[src/rtl/mem_arbiter.sv]
// mem_arbiter: single-port memory arbiter shared by instruction fetch,
// data load/store and a debug/loader port.
//
// Ports
//   clk, reset                 rising-edge clock, async active-low reset
//   f_req/f_addr               fetch read request (fetch never writes)
//   f_gnt/f_rvalid/f_rdata     fetch grant pulse, read-valid pulse, held read data
//   d_req/d_we/d_addr/d_wdata  data request fields
//   d_gnt/d_rvalid/d_rdata     data grant, read-valid, held read data
//   g_req/g_we/g_addr/g_wdata  debug request fields
//   g_gnt/g_rvalid/g_rdata     debug grant, read-valid, held read data
//   mem_en/mem_we/mem_addr/mem_wdata  memory access strobe and fields
//   mem_rdata                  memory read data, valid the cycle after a read strobe
//   busy                       high while an access is in flight (ISSUE or RWAIT)
//
// Access sequence: IDLE (arbitrate, latch winner) -> ISSUE (grant + strobe)
// -> RWAIT (reads only; capture mem_rdata) -> IDLE with rvalid high.
// Every output is a flop; the comb processes compute the value each
// output takes after the next edge.
module mem_arbiter #(
    parameter int unsigned AW   = 8,
    parameter int unsigned DW   = 8,
    parameter int unsigned GMAX = 4
) (
    input  logic          clk,
    input  logic          reset,

    input  logic          f_req,
    input  logic [AW-1:0] f_addr,
    output logic          f_gnt,
    output logic          f_rvalid,
    output logic [DW-1:0] f_rdata,

    input  logic          d_req,
    input  logic          d_we,
    input  logic [AW-1:0] d_addr,
    input  logic [DW-1:0] d_wdata,
    output logic          d_gnt,
    output logic          d_rvalid,
    output logic [DW-1:0] d_rdata,

    input  logic          g_req,
    input  logic          g_we,
    input  logic [AW-1:0] g_addr,
    input  logic [DW-1:0] g_wdata,
    output logic          g_gnt,
    output logic          g_rvalid,
    output logic [DW-1:0] g_rdata,

    output logic          mem_en,
    output logic          mem_we,
    output logic [AW-1:0] mem_addr,
    output logic [DW-1:0] mem_wdata,
    input  logic [DW-1:0] mem_rdata,

    output logic          busy
);

    // Streak counter must be able to hold GMAX itself (saturation value).
    localparam int unsigned SW = (GMAX < 1) ? 1 : $clog2(GMAX + 1);
    localparam logic [SW-1:0] STREAK_MAX = SW'(GMAX);

    localparam logic [1:0] OWN_F = 2'd0;
    localparam logic [1:0] OWN_D = 2'd1;
    localparam logic [1:0] OWN_G = 2'd2;

    typedef enum logic [1:0] {
        S_IDLE  = 2'd0,
        S_ISSUE = 2'd1,
        S_RWAIT = 2'd2
    } state_t;

    state_t        state;
    state_t        state_nxt;

    // Arbitration result for the current cycle (only acted on in IDLE)
    logic          win_valid;
    logic [1:0]    win_own;
    logic          win_we;
    logic [AW-1:0] win_addr;
    logic [DW-1:0] win_wdata;

    // Latched access
    logic [1:0]    own_q;
    logic          we_q;
    logic [AW-1:0] addr_q;
    logic [DW-1:0] wdata_q;

    // Consecutive debug grants, and which of F/D was granted last (1 = D)
    logic [SW-1:0] streak;
    logic          last_d;

    // Next values of the registered outputs
    logic          f_gnt_nxt, d_gnt_nxt, g_gnt_nxt;
    logic          f_rvalid_nxt, d_rvalid_nxt, g_rvalid_nxt;
    logic [DW-1:0] f_rdata_nxt, d_rdata_nxt, g_rdata_nxt;
    logic          mem_en_nxt, mem_we_nxt;
    logic [AW-1:0] mem_addr_nxt;
    logic [DW-1:0] mem_wdata_nxt;
    logic          busy_nxt;

    logic          fd_pend;
    assign fd_pend = f_req | d_req;

    // State register, access latch, arbitration history and output flops
    always_ff @(posedge clk or negedge reset) begin
        if (!reset) begin
            state     <= S_IDLE;
            own_q     <= OWN_F;
            we_q      <= 1'b0;
            addr_q    <= '0;
            wdata_q   <= '0;
            streak    <= '0;
            last_d    <= 1'b1;
            f_gnt     <= 1'b0;
            d_gnt     <= 1'b0;
            g_gnt     <= 1'b0;
            f_rvalid  <= 1'b0;
            d_rvalid  <= 1'b0;
            g_rvalid  <= 1'b0;
            f_rdata   <= '0;
            d_rdata   <= '0;
            g_rdata   <= '0;
            mem_en    <= 1'b0;
            mem_we    <= 1'b0;
            mem_addr  <= '0;
            mem_wdata <= '0;
            busy      <= 1'b0;
        end else begin
            state <= state_nxt;
            if (state == S_IDLE && win_valid) begin
                own_q   <= win_own;
                we_q    <= win_we;
                addr_q  <= win_addr;
                wdata_q <= win_wdata;
                if (win_own == OWN_G) begin
                    if (streak != STREAK_MAX) begin
                        streak <= streak + SW'(1);
                    end
                end else begin
                    streak <= '0;
                    last_d <= (win_own == OWN_D);
                end
            end
            f_gnt     <= f_gnt_nxt;
            d_gnt     <= d_gnt_nxt;
            g_gnt     <= g_gnt_nxt;
            f_rvalid  <= f_rvalid_nxt;
            d_rvalid  <= d_rvalid_nxt;
            g_rvalid  <= g_rvalid_nxt;
            f_rdata   <= f_rdata_nxt;
            d_rdata   <= d_rdata_nxt;
            g_rdata   <= g_rdata_nxt;
            mem_en    <= mem_en_nxt;
            mem_we    <= mem_we_nxt;
            mem_addr  <= mem_addr_nxt;
            mem_wdata <= mem_wdata_nxt;
            busy      <= busy_nxt;
        end
    end

    // Winner selection and next state
    always_comb begin
        win_valid = 1'b0;
        win_own   = OWN_F;
        win_we    = 1'b0;
        win_addr  = '0;
        win_wdata = '0;
        state_nxt = state;

        // Debug wins until its streak hits GMAX, unless nobody else waits.
        if (g_req && ((streak < STREAK_MAX) || !fd_pend)) begin
            win_valid = 1'b1;
            win_own   = OWN_G;
        end else if (f_req && d_req) begin
            win_valid = 1'b1;
            win_own   = last_d ? OWN_F : OWN_D;
        end else if (f_req) begin
            win_valid = 1'b1;
            win_own   = OWN_F;
        end else if (d_req) begin
            win_valid = 1'b1;
            win_own   = OWN_D;
        end

        case (win_own)
            OWN_D: begin
                win_we    = d_we;
                win_addr  = d_addr;
                win_wdata = d_wdata;
            end
            OWN_G: begin
                win_we    = g_we;
                win_addr  = g_addr;
                win_wdata = g_wdata;
            end
            default: begin
                win_we    = 1'b0;
                win_addr  = f_addr;
                win_wdata = '0;
            end
        endcase

        case (state)
            S_IDLE:  if (win_valid) state_nxt = S_ISSUE;
            S_ISSUE: state_nxt = we_q ? S_IDLE : S_RWAIT;
            S_RWAIT: state_nxt = S_IDLE;
            default: state_nxt = S_IDLE;
        endcase
    end

    // Next output values: grant and strobe go out in ISSUE, rvalid after RWAIT
    always_comb begin
        f_gnt_nxt     = 1'b0;
        d_gnt_nxt     = 1'b0;
        g_gnt_nxt     = 1'b0;
        f_rvalid_nxt  = 1'b0;
        d_rvalid_nxt  = 1'b0;
        g_rvalid_nxt  = 1'b0;
        f_rdata_nxt   = f_rdata;
        d_rdata_nxt   = d_rdata;
        g_rdata_nxt   = g_rdata;
        mem_en_nxt    = 1'b0;
        mem_we_nxt    = 1'b0;
        mem_addr_nxt  = '0;
        mem_wdata_nxt = '0;
        busy_nxt      = (state_nxt != S_IDLE);

        if (state == S_IDLE && win_valid) begin
            case (win_own)
                OWN_F:   f_gnt_nxt = 1'b1;
                OWN_D:   d_gnt_nxt = 1'b1;
                default: g_gnt_nxt = 1'b1;
            endcase
            mem_en_nxt    = 1'b1;
            mem_we_nxt    = win_we;
            mem_addr_nxt  = win_addr;
            mem_wdata_nxt = win_wdata;
        end

        if (state == S_RWAIT) begin
            case (own_q)
                OWN_F: begin
                    f_rvalid_nxt = 1'b1;
                    f_rdata_nxt  = mem_rdata;
                end
                OWN_D: begin
                    d_rvalid_nxt = 1'b1;
                    d_rdata_nxt  = mem_rdata;
                end
                default: begin
                    g_rvalid_nxt = 1'b1;
                    g_rdata_nxt  = mem_rdata;
                end
            endcase
        end
    end

endmodule

[config.mk]
export PLATFORM = sky130hd
export DESIGN_NAME = mem_arbiter
export DESIGN_NICKNAME = d
export VERILOG_FILES = /design/src/rtl/mem_arbiter.sv
export SDC_FILE = /design/constraint.sdc
export NUM_CORES = 1
export LEC_CHECK = 0
export CORE_UTILIZATION = 42
export CTS_BUF_LIST = sky130_fd_sc_hd__clkbuf_16
export CTS_CLUSTER_SIZE = 10
export DETAILED_ROUTE_END_ITERATION = 7
export HOLD_SLACK_MARGIN = 0.02
export PLACE_DENSITY = 0.81
export SYNTH_ARGS = -nofsm -noshare
export SYNTH_HDL_FRONTEND = slang
export SYNTH_SLANG_ARGS = --single-unit
[constraint.sdc]
create_clock -name clk -period 1.6 [get_ports clk]
set_input_delay 0.16 -clock clk [delete_from_list [all_inputs] [get_ports clk]]
set_output_delay 0.16 -clock clk [all_outputs]
set_load 0.05 [all_outputs]
Yosys cells after proc, flatten, opt, wreduce, memory -nomap -nowiden
Cells that the tools add are included.
W data, S select, Z words.

cells by class
  add/sub/neg operators = 1
  $lt $le $gt $ge = 1
  equality and inequality tests = 7
  mux-type cells = 33
  bitwise gates (word level) = 3
  reductions and logical operators = 16

operator list
  kind                   count
  $pmux W8 S2            2
  $mux W1                22
  $mux W8                2
  $reduce_and A2 Y1      5
  $eq A2 B1 Y1 const B   3
  $logic_not A2 Y1       3
  $mux W2                3
  $mux W3                2
  $eq A2 B2 Y1 const B   2
  $pmux W2 S2            1
  $reduce_or A2 Y1       2
  $add A3 B1 Y3 const B  1
  $logic_and A1 B1 Y1    3
  $lt A3 B3 Y1 const B   1
  $ne A3 B3 Y1 const B   1
  $ne A2 B1 Y1 const B   1
  $not A1 Y1             2
  $pmux W1 S2            1
  $reduce_bool A2 Y1     1
  $logic_not A1 Y1       1
  $logic_or A1 B1 Y1     1
  $or A1 B1 Y1           1

storage, ports and cells
  flip-flop bits (word level) = 58
  bits of input ports = 55
  output and inout port bits = 49
  logic and storage cells = 80

Depth between registers and ports, before layout
Gate-level depths: netlist (run 1).

  word-level depth = 9
  gate-level depth with buffers = 6
  gate-level depth less buffers = 5

Least setup slack after synthesis (run 1)
OpenSTA, ideal clock, no wires.

  kind = register -> register
  start = register state[0]
  end = register f_rdata[0]
  library setup time = 125 ps
  data arrival time = 1,280 ps
  path slack = 195 ps
  cell stages (with the launch flop) = 3
  period minus slack after synthesis = 1,405 ps
  cell sequence = dfrtp_1 nor4b_4 mux2_2

on the way
  word-level cells in the longest chain between the ends = 2

ends and longest elaborated chain
  what                                line  RTL
  start: declaration                  73    state_t state;
  start signal: assignment            130   state <= state_nxt;
  $eq A2 B2 Y1                        241   if (state == S_RWAIT) begin
  $reduce_and A2 Y1 (no source line)  n/a
  end signal: assignment              151   f_rdata <= f_rdata_nxt;
  end: declaration                    32    output logic [DW-1:0] f_rdata,

No other way between the ends.
A chain may end at the register's enable or synchronous reset.

Worst setup path in the final report (run 1)
  start = register streak[2]
  end = register own_q[0]

on the way
  word-level cells in the longest chain between the ends = 5

ends and longest elaborated chain
  what                      line  RTL
  start: declaration        90    logic [SW-1:0] streak;
  start signal: assignment  138   streak <= streak + SW'(1);
  $lt A3 B3 Y1 (*)          172   if (g_req && ((streak < STREAK_MAX) || !fd_pend)) begin
  $logic_or A1 B1 Y1 (*)    172
  $logic_and A1 B1 Y1 (*)   172
  $mux W1                   172
  $logic_and A1 B1 Y1       131   if (state == S_IDLE && win_valid) begin
  end signal: assignment    132   own_q <= win_own;
  end: declaration          84    logic [1:0] own_q;

Every way passes the cells marked *; elsewhere a longest branch is shown, timed or not.

==> results.json, run 1 <==
{
  "viasPerCell": 5.21,
  "crit_buf_inv": 0,
  "syn2layout_area_growth_pct": 56.4,
  "die_w_um": 78.3,
  "clk_latency_ns": 0.32,
  "drc": 0,
  "yosysWarnings": 0,
  "drv_slew": 0,
  "worstPathCellList": "o21ai_1 > nand2_1 > a31o_2",
  "antenna_found_initial": 0,
  "worst_slack_ns": 0.130,
  "crit_family": "compound AO/OA/AOI/OAI gates",
  "yosysTopAreaCell": "dfrtp_1",
  "syn-num-nets": 248,
  "setup_tns_ns": 0,
  "period_share": 0.919,
  "synthArstFlopShare": 1.00,
  "relSlewSlack": 0.620,
  "grt_pass1_vias": 1981,
  "worstPathRequired_ns": 1.81,
  "place.port_buffers": 103,
  "cts_made_buffers": 9,
  "h-tree-depth": 3,
  "powerDensity_nw_per_um2": 2210,
  "yosysUniqueCellTypes": 42,
  "fmax_mhz": 680,
  "setup_violations": 0,
  "placed_cell_area_sq_um": 3530,
  "start_util": 0.441,
  "cellLeakagePower_nw": 1.80,
  "synth_most_common_cell": "dfrtp_1",
  "layout-drive-gt1-share": 0.357,
  "finalHoldViolCount": 0,
  "dr.pass1.iters": 4,
  "synthTopCellsByArea": "dfrtp_1, mux2_2, mux2i_1, a211oi_1, o211ai_1",
  "io_pins": 104,
  "core.rowCount": 27,
  "cts_buffer_depth": 2,
  "irDropWorstVdd_mv": 1.21,
  "synth_flop_cell": "dfrtp_1",
  "clock-root-buffer": "clkbuf_16",
  "postCtsSetupBuffers": 0,
  "grt_use_total": 0.215,
  "finalPower_mw": 8.45,
  "pre_cts_ws_ns": -0.181,
  "max_slew.worst_pin.slew_ns": 0.570,
  "synth.top_cells.by_count": "dfrtp_1, mux2_2, a21oi_1, nand3_1",
  "slowest_stage": "dfrtp_1",
  "syn_area_per_cell_sq_um": 12.8,
  "final_antenna_net_count": 0,
  "seq_area_frac_synth": 0.594,
  "yosysTopAreaCellShare": 0.584,
  "fillers": 445,
  "syn_area_sq_um": 2440,
  "nets": 368,
  "routed_wl_um": 5900,
  "drv_cap": 0,
  "syn-instance-count": 191,
  "place_congestion": 0.872,
  "grt_pass1_wl_um": 9740,
  "status": "finished clean",
  "vias": 2010,
  "critPathArrivalTime_ns": 1.68,
  "period_needed_ns": 1.47,
  "hold_class": "in2async",
  "finalClockSkew_ns": 0.00713,
  "synth-edff-count": 0,
  "avgRoutedWirePerCell_um": 15.3,
  "rsz0062_at_grt": "false",
  "cp_max_fo": 12,
  "cts.sinks": 58,
  "clk_pin_slew_ns": 0.05,
  "core_sq_um": 5540,
  "diodes": 0,
  "cts_tree": "built",
  "start_kind": "flop",
  "finalInstanceArea_sq_um": 3820,
  "grt-ovfl-total": 0,
  "drtIter0Drc": 93,
  "grt_max_degree": 26,
  "slowest_delay_ns": 0.47,
  "dieArea_sq_um": 6130,
  "fp.dieH_um": 78.3,
  "path_class": "reg2reg",
  "critPathCaptureType": "flop",
  "synth.ff_latch_count": 58,
  "post-dp-hpwl_um": 4510,
  "final_util": 0.690
}
what timing repair did:
action | in CTS | in global routing
setup endpoints to repair | 0 | 2
resized for setup | 0 | 2
endpoints found under the hold margin | 22 | 0
hold buffers | 1 | 0
worst register-to-register path, stage by stage, from the launching register on:
cell and delay, ns:
dfrtp_1 0.47, o21ai_1 0.21, nand2_1 0.34, a31o_2 0.34
layout make-up:
class,count,area (sq um),area share
flip-flops and latches,58,1450,0.380
inverters,8,30.0,0.00786
clock buffers,9,225,0.0589
clock inverters,5,47.5,0.0124
multi-input cells,112,893,0.234
repair buffers,122,1080,0.283
well taps,72,90.1,0.0236
cell families (layout without fill, tap and decap cells):
| group | count (synthesis) | count (layout) | synth area share |
|---|---|---|---|
| multiplexers | 33 | 33 | 0.148 |
| AO/OA/AOI/OAI | 40 | 40 | 0.115 |
| buffers and inverters | 21 | 144 | 0.0425 |
| AND/OR/NAND/NOR | 37 | 37 | 0.0901 |
| adder cells (fa/ha/maj) | 2 | 2 | 0.0102 |
| flip-flops | 58 | 58 | 0.594 |
metrics by stage:
step,instances,hold slack (ns)
after detailed placement,371,0.187
after CTS,386,0.391
after global routing,386,0.430
final,386,0.366
after floorplan,191,-0.136
after global placement,371,0.178
layer usage:
layer | global-route usage | wire, um | vias to the layer above
li1 | - | - | 934
met1 | 0.257 | 2350 | 963
met2 | 0.346 | 2900 | 104
met3 | 0.0849 | 557 | 9
met4 | 0.0833 | 97 | 0
met5 | 0 | 0 | -
power breakdown:
| group | switching, mW | internal (mW) |
|---|---|---|
| Combinational | 2.77 | 1.47 |
| Sequential | 0.361 | 2.09 |
| Clock | 0.593 | 1.16 |
| Total | 3.72 | 4.73 |
registers in the layout, summed over array words and instances (netlist names), 2 cells and up:
| signal | flops |
|---|---|
| g_rdata | 8 |
| state | 2 |
| f_rdata | 8 |
| own_q | 2 |
| streak | 3 |
| d_rdata | 8 |
| mem_addr | 8 |
| mem_wdata | 8 |
cells in the final DEF, fill, tap and decap left out, types with 2 or more instances in the layout:
master            n
clkbuf_16         9
mux2_2           25
clkdlybuf4s50_1  53
ha_1              2
nand3_1          11
nor3_1            8
buf_4            63
clkinv_2          2
a211oi_1          8
dlymetal6s2s_1    2
o211ai_1          8
mux2i_1           8
nand2b_1          2
a21oi_1          11
and3_1            2
nand3b_1          2
dfrtp_1          57
clkinv_1          3
nand2_1           2
nor2_1            3
buf_12            2
inv_1             6
worst paths after layout:
| path | start | endpoint | slack (ns) | cells after the start |
|---|---|---|---|---|
| max | streak[2] | own_q[0] | 0.13 | 3 |
| min | reset | f_rdata[1] | 0.37 | 2 |
| max reg2reg | streak[2] | own_q[0] | 0.13 | 3 |
| min reg2reg | we_q | state[1] | 0.45 | 1 |
| max in group asynchronous | reset | streak[0] | 0.65 | 3 |
| min in group clk | g_wdata[4] | mem_wdata[4] | 0.41 | 3 |
Note: power is estimated with default switching activity, not from simulation.
==> inputs of run 2 (changes only) <==
==> constraint.sdc (replaced) <==
create_clock -name clk -period 1.5 [get_ports clk]
set_input_delay 0.15 -clock clk [delete_from_list [all_inputs] [get_ports clk]]
set_output_delay 0.15 -clock clk [all_outputs]
set_load 0.05 [all_outputs]
==> run 2 against run 1 <==
- largest power group unchanged
- first-iteration DRC count shrank 8.6%
- power is 9.9% higher
- worst hold slack lost 0.065 ns
- die area stayed put
- clock skew decreased by 0.0026 ns
- design area rose by 1.1%
- cell count grew 1.0%
- via count increased by 1.0%
- non-clock buffer count rose by 2
- global-route usage increased by 0.19 points
- sequential power grew 7%
- routed wire length increased by 2.7%
==> results.json, run 2 (synthesis gave the netlist of run 1 again) <==
{
  "period_needed_ns": 1.44,
  "final_util": 0.697,
  "grt_use_total": 0.217,
  "pwr-share-seq": 0.283,
  "placed_cell_area_sq_um": 3540,
  "syn2layout_area_growth_pct": 58.1,
  "reg2reg_depth": 3,
  "clk_pin_slew_ns": 0.05,
  "crit_buf_inv": 1,
  "p_int_mw": 5.26,
  "clock-root-buffer": "clkbuf_16",
  "final_cell_mix": "buf_4, dfrtp_1, clkdlybuf4s50_1",
  "vias": 2031,
  "hold_class": "in2async",
  "clk_latency_ns": 0.31,
  "cp_max_fo": 9,
  "worstPathRequired_ns": 1.69,
  "place.port_buffers": 103,
  "powerDensity_nw_per_um2": 2400,
  "p_sw_mw": 4.02,
  "cts_tree": "built",
  "max_slew.worst_pin.slew_ns": 0.363,
  "io_pins": 104,
  "r2r-end": "d_rdata[5]",
  "cts_buffer_depth": 2,
  "dr.pass1.iters": 5,
  "grt_pass1_wl_um": 9830,
  "reg2reg_from": "state[0]",
  "crit_family": "flip-flops",
  "place_congestion": 0.855,
  "setup_tns_ns": 0,
  "drtIter0Drc": 85,
  "startpoint": "state[0]",
  "postCtsHoldBufs": 1,
  "finalInstanceArea_sq_um": 3860,
  "clock_power_share": 0.225,
  "finalHoldViolCount": 0,
  "slowest_delay_ns": 0.45,
  "diodes": 0,
  "swShare": 0.433,
  "core.rowCount": 27,
  "irDropWorstVdd_mv": 1.20,
  "rsz0062_at_grt": "false",
  "grt_pass1_vias": 2060,
  "cts.sinks": 58,
  "antenna_found_initial": 0,
  "postCtsSetupBuffers": 0,
  "comb_power_share": 0.492,
  "fillers": 440,
  "period_share": 0.963,
  "fp.dieH_um": 78.3,
  "fmax_mhz": 692,
  "drv_slew": 0,
  "cts_resized": 0,
  "viasPerCell": 5.21,
  "path_class": "reg2reg",
  "finalClockSkew_ns": 0.00456,
  "whs_ns": 0.300,
  "drv_cap": 0,
  "relSlewSlack": 0.758,
  "critPathCaptureType": "flop",
  "start_util": 0.441,
  "critPathArrivalTime_ns": 1.64,
  "worstPathCellList": "nor4bb_2 > buf_4 > mux2_2",
  "cellLeakagePower_nw": 1.79,
  "layout-drive-gt1-share": 0.368,
  "setup_violations": 0,
  "avgRoutedWirePerCell_um": 15.5,
  "cts_made_buffers": 9,
  "grt-ovfl-total": 0,
  "routed_wl_um": 6060,
  "finalPower_mw": 9.29,
  "post-dp-hpwl_um": 4370,
  "nets": 370,
  "r2r_slack_ns": 0.06,
  "start_kind": "flop",
  "final_antenna_net_count": 0,
  "final_common_cell": "buf_4",
  "h-tree-depth": 3,
  "grt_max_degree": 45,
  "dieArea_sq_um": 6130,
  "core_sq_um": 5540,
  "slowest_stage": "dfrtp_1",
  "status": "finished clean",
  "die_w_um": 78.3,
  "drc": 0
}
## run 2: layer usage
layer  GRT usage  vias to the layer above  part of all wire
met1       0.245                      984              0.40
met5           0                        -                 0
li1            -                      939                 -
met3      0.0767                        6             0.078
met4      0.0870                        0            0.0099
met2       0.371                      102              0.52
## run 2: worst reg2reg max path, cell delays in order, from the launching register on
cell and delay (ns):
dfrtp_1 0.45, nor4bb_2 0.30, buf_4 0.22, mux2_2 0.36
## run 2: worst max path at each step
stage | endpoint | slack, ns | depth (start not counted)
2_1_floorplan | f_rdata[0] | 0.09 | 2
3_3_place_gp | own_q[0] | -0.13 | 6
3_5_place_dp | last_d | -0.16 | 4
4_1_cts | d_rdata[5] | 0.04 | 3
5_1_grt | f_rdata[5] | 0.008 | 3
6_report | d_rdata[5] | 0.06 | 3
## run 2: area by class of cell
| type | count | area, sq um | area share |
|---|---|---|---|
| tap | 72 | 90.1 | 0.0233 |
| clock buffer | 9 | 225 | 0.0583 |
| timing repair buffer | 124 | 1090 | 0.282 |
| inverter | 8 | 30.0 | 0.00777 |
| multi-input combinational | 112 | 893 | 0.231 |
| clock inverter | 7 | 83.8 | 0.0217 |
| sequential | 58 | 1450 | 0.376 |
## run 2: power by group through the flow
stage / registers (mW) / clock network [mW] / logic (mW)
after floorplan: 4.48 / 0 / 1.18
after global placement: 2.61 / 0 / 4.51
after detailed placement: 2.64 / 0 / 4.58
after CTS: 2.63 / 2.14 / 4.61
after global routing: 2.70 / 2.23 / 4.80
final: 2.63 / 2.09 / 4.57
## run 2: metrics by stage
step / setup WS, ns / std cells
floorplan: 0.0950 / 191
global placement: -0.126 / 373
detailed placement: -0.164 / 373
CTS: 0.0422 / 390
global route: 0.00827 / 390
finish: 0.0550 / 390
==> inputs of run 3 (changes only) <==
--- a/config.mk
+++ b/config.mk
@@ -7,10 +7,12 @@
 export LEC_CHECK = 0
 export CORE_UTILIZATION = 42
 export CTS_BUF_LIST = sky130_fd_sc_hd__clkbuf_16
-export CTS_CLUSTER_SIZE = 10
+export CTS_CLUSTER_SIZE = 12
 export DETAILED_ROUTE_END_ITERATION = 7
 export HOLD_SLACK_MARGIN = 0.02
 export PLACE_DENSITY = 0.81
+export REMOVE_ABC_BUFFERS = 1
+export SETUP_SLACK_MARGIN = 0.1
 export SYNTH_ARGS = -nofsm -noshare
 export SYNTH_HDL_FRONTEND = slang
 export SYNTH_SLANG_ARGS = --single-unit
==> run 3 against run 2 <==
- die area did not move
- clock power decreased by 5%
- utilization up 2.1 points
- global-route usage rose by 0.82 points
- power increased by 1.6%
- register-to-register slack lost 0.05 ns
- combinational power is 5.0% higher
- largest cell class unchanged
- largest power group unchanged
==> results.json, run 3 (synthesis gave the netlist of run 1 again) <==
{
  "status": "finished clean",
  "finalClockSkew_ns": 0.00507,
  "period_share": 0.994,
  "drc": 0,
  "finalInstanceArea_sq_um": 3980,
  "cts_tree": "built",
  "whs_ns": 0.374,
  "irDropWorstVdd_mv": 1.42,
  "grt_max_degree": 59,
  "start_kind": "flop",
  "antenna_found_initial": 0,
  "fp.dieH_um": 78.3,
  "avgRoutedWirePerCell_um": 16.0,
  "nets": 375,
  "io_pins": 104,
  "finalHoldViolCount": 0,
  "cp_max_fo": 4,
  "rsz0062_at_grt": "true",
  "diodes": 0,
  "post-dp-hpwl_um": 4180,
  "p_int_mw": 5.30,
  "place.port_buffers": 103,
  "final_antenna_net_count": 0,
  "drv_cap": 0,
  "final_util": 0.719,
  "cts_buffer_depth": 2,
  "path_class": "reg2reg",
  "core_sq_um": 5540,
  "setup_violations": 0,
  "dieArea_sq_um": 6130,
  "dr.pass1.iters": 4,
  "layout-drive-gt1-share": 0.393,
  "clock-root-buffer": "clkbuf_16",
  "routed_wl_um": 6320,
  "worstPathRequired_ns": 1.70,
  "multi_input_area_sq_um": 962,
  "fillers": 429,
  "vias": 2051,
  "comb_power_share": 0.508,
  "final_cell_mix": "buf_4, dfrtp_1, clkdlybuf4s50_1",
  "place_congestion": 0.811,
  "postCtsSetupBuffers": 0,
  "clk_pin_slew_ns": 0.05,
  "relSlewSlack": 0.780,
  "syn2layout_area_growth_pct": 62.9,
  "hold_class": "in2async",
  "pwr-share-seq": 0.281,
  "placed_cell_area_sq_um": 3580,
  "cts_made_buffers": 9,
  "grt_pass1_wl_um": 10300,
  "final_common_cell": "buf_4",
  "die_w_um": 78.3,
  "drtIter0Drc": 95,
  "grt_use_total": 0.225,
  "p_sw_mw": 4.14,
  "viasPerCell": 5.19,
  "powerDensity_nw_per_um2": 2370,
  "period_needed_ns": 1.49,
  "core.rowCount": 27,
  "clk_latency_ns": 0.32,
  "drv_slew": 0,
  "critPathCaptureType": "flop",
  "h-tree-depth": 3,
  "critPathArrivalTime_ns": 1.69,
  "start_util": 0.441,
  "cts.sinks": 58,
  "grt-ovfl-total": 0,
  "cellLeakagePower_nw": 1.85,
  "grt_pass1_vias": 2042,
  "swShare": 0.439,
  "seqCellArea_sq_um": 1460,
  "clock_power_share": 0.211,
  "fmax_mhz": 671,
  "max_slew.worst_pin.slew_ns": 0.329
}
run 3: cell count changes in the layout (fill, tap and decap cells not counted), sizes merged:
cell,before,now
buf,70,75
bufinv,2,1
clkinv,5,4
clkinvlp,1,2
inv,7,8
run 3: routing by layer:
metal	vias to the layer above	track usage	share of wire
li1	950	-	-
met1	989	0.266	0.39
met2	101	0.375	0.50
met3	11	0.0814	0.087
met4	0	0.0796	0.018
met5	-	0	0
run 3: layout make-up:
cell class,count,share of cell area
multi-input combinational,112,0.242
timing repair buffer,129,0.289
sequential,58,0.365
tap,72,0.0226
clock inverter,7,0.0173
clock buffer,9,0.0566
inverter,8,0.00754
run 3: critical path, stage by stage, from the launching register on:
cell	delay, ns
dfrtp_2	0.45
nor4bb_4	0.40
buf_4	0.23
mux2_4	0.31
run 3: worst paths after layout:
path	start	endpoint	slack [ns]	cells after the start
worst max-delay path	own_q[1]	d_rdata[5]	0.009	3
worst min-delay path	reset	g_rdata[3]	0.37	3
worst max register to register	own_q[1]	d_rdata[5]	0.009	3
worst min register to register	we_q	state[1]	0.50	1
max in group asynchronous	reset	last_d	0.84	3
min in group clk	g_wdata[5]	mem_wdata[5]	0.41	3
run 3: power by group through the flow:
stage	combinational, mW	sequential, mW	clock, mW
2_1_floorplan	1.04	4.49	0
3_3_place_gp	4.55	2.59	0
3_5_place_dp	4.60	2.62	0
4_1_cts	4.71	2.64	2.01
5_1_grt	5.05	2.72	2.13
6_report	4.80	2.65	1.99
run 3: what timing repair did:
action | in CTS | in global routing
gates cloned | 1 | 1
resized for setup | 15 | 10
endpoints found under the setup margin | 16 | 16
endpoints found under the hold margin | 57 | 0
hold buffers | 1 | 0
pin swaps | 1 | 0
run 3: metrics by stage:
step                      total power [mW]  std cells  TNS, ns  worst slack, ns
after floorplan                       5.54        178    -3.56           -0.428
after global placement                7.14        376   -0.769          -0.0878
after detailed placement              7.22        376    -1.31           -0.110
after CTS                             9.36        394        0           0.0661
after global routing                  9.90        395   -0.116          -0.0358
final                                 9.44        395        0          0.00939
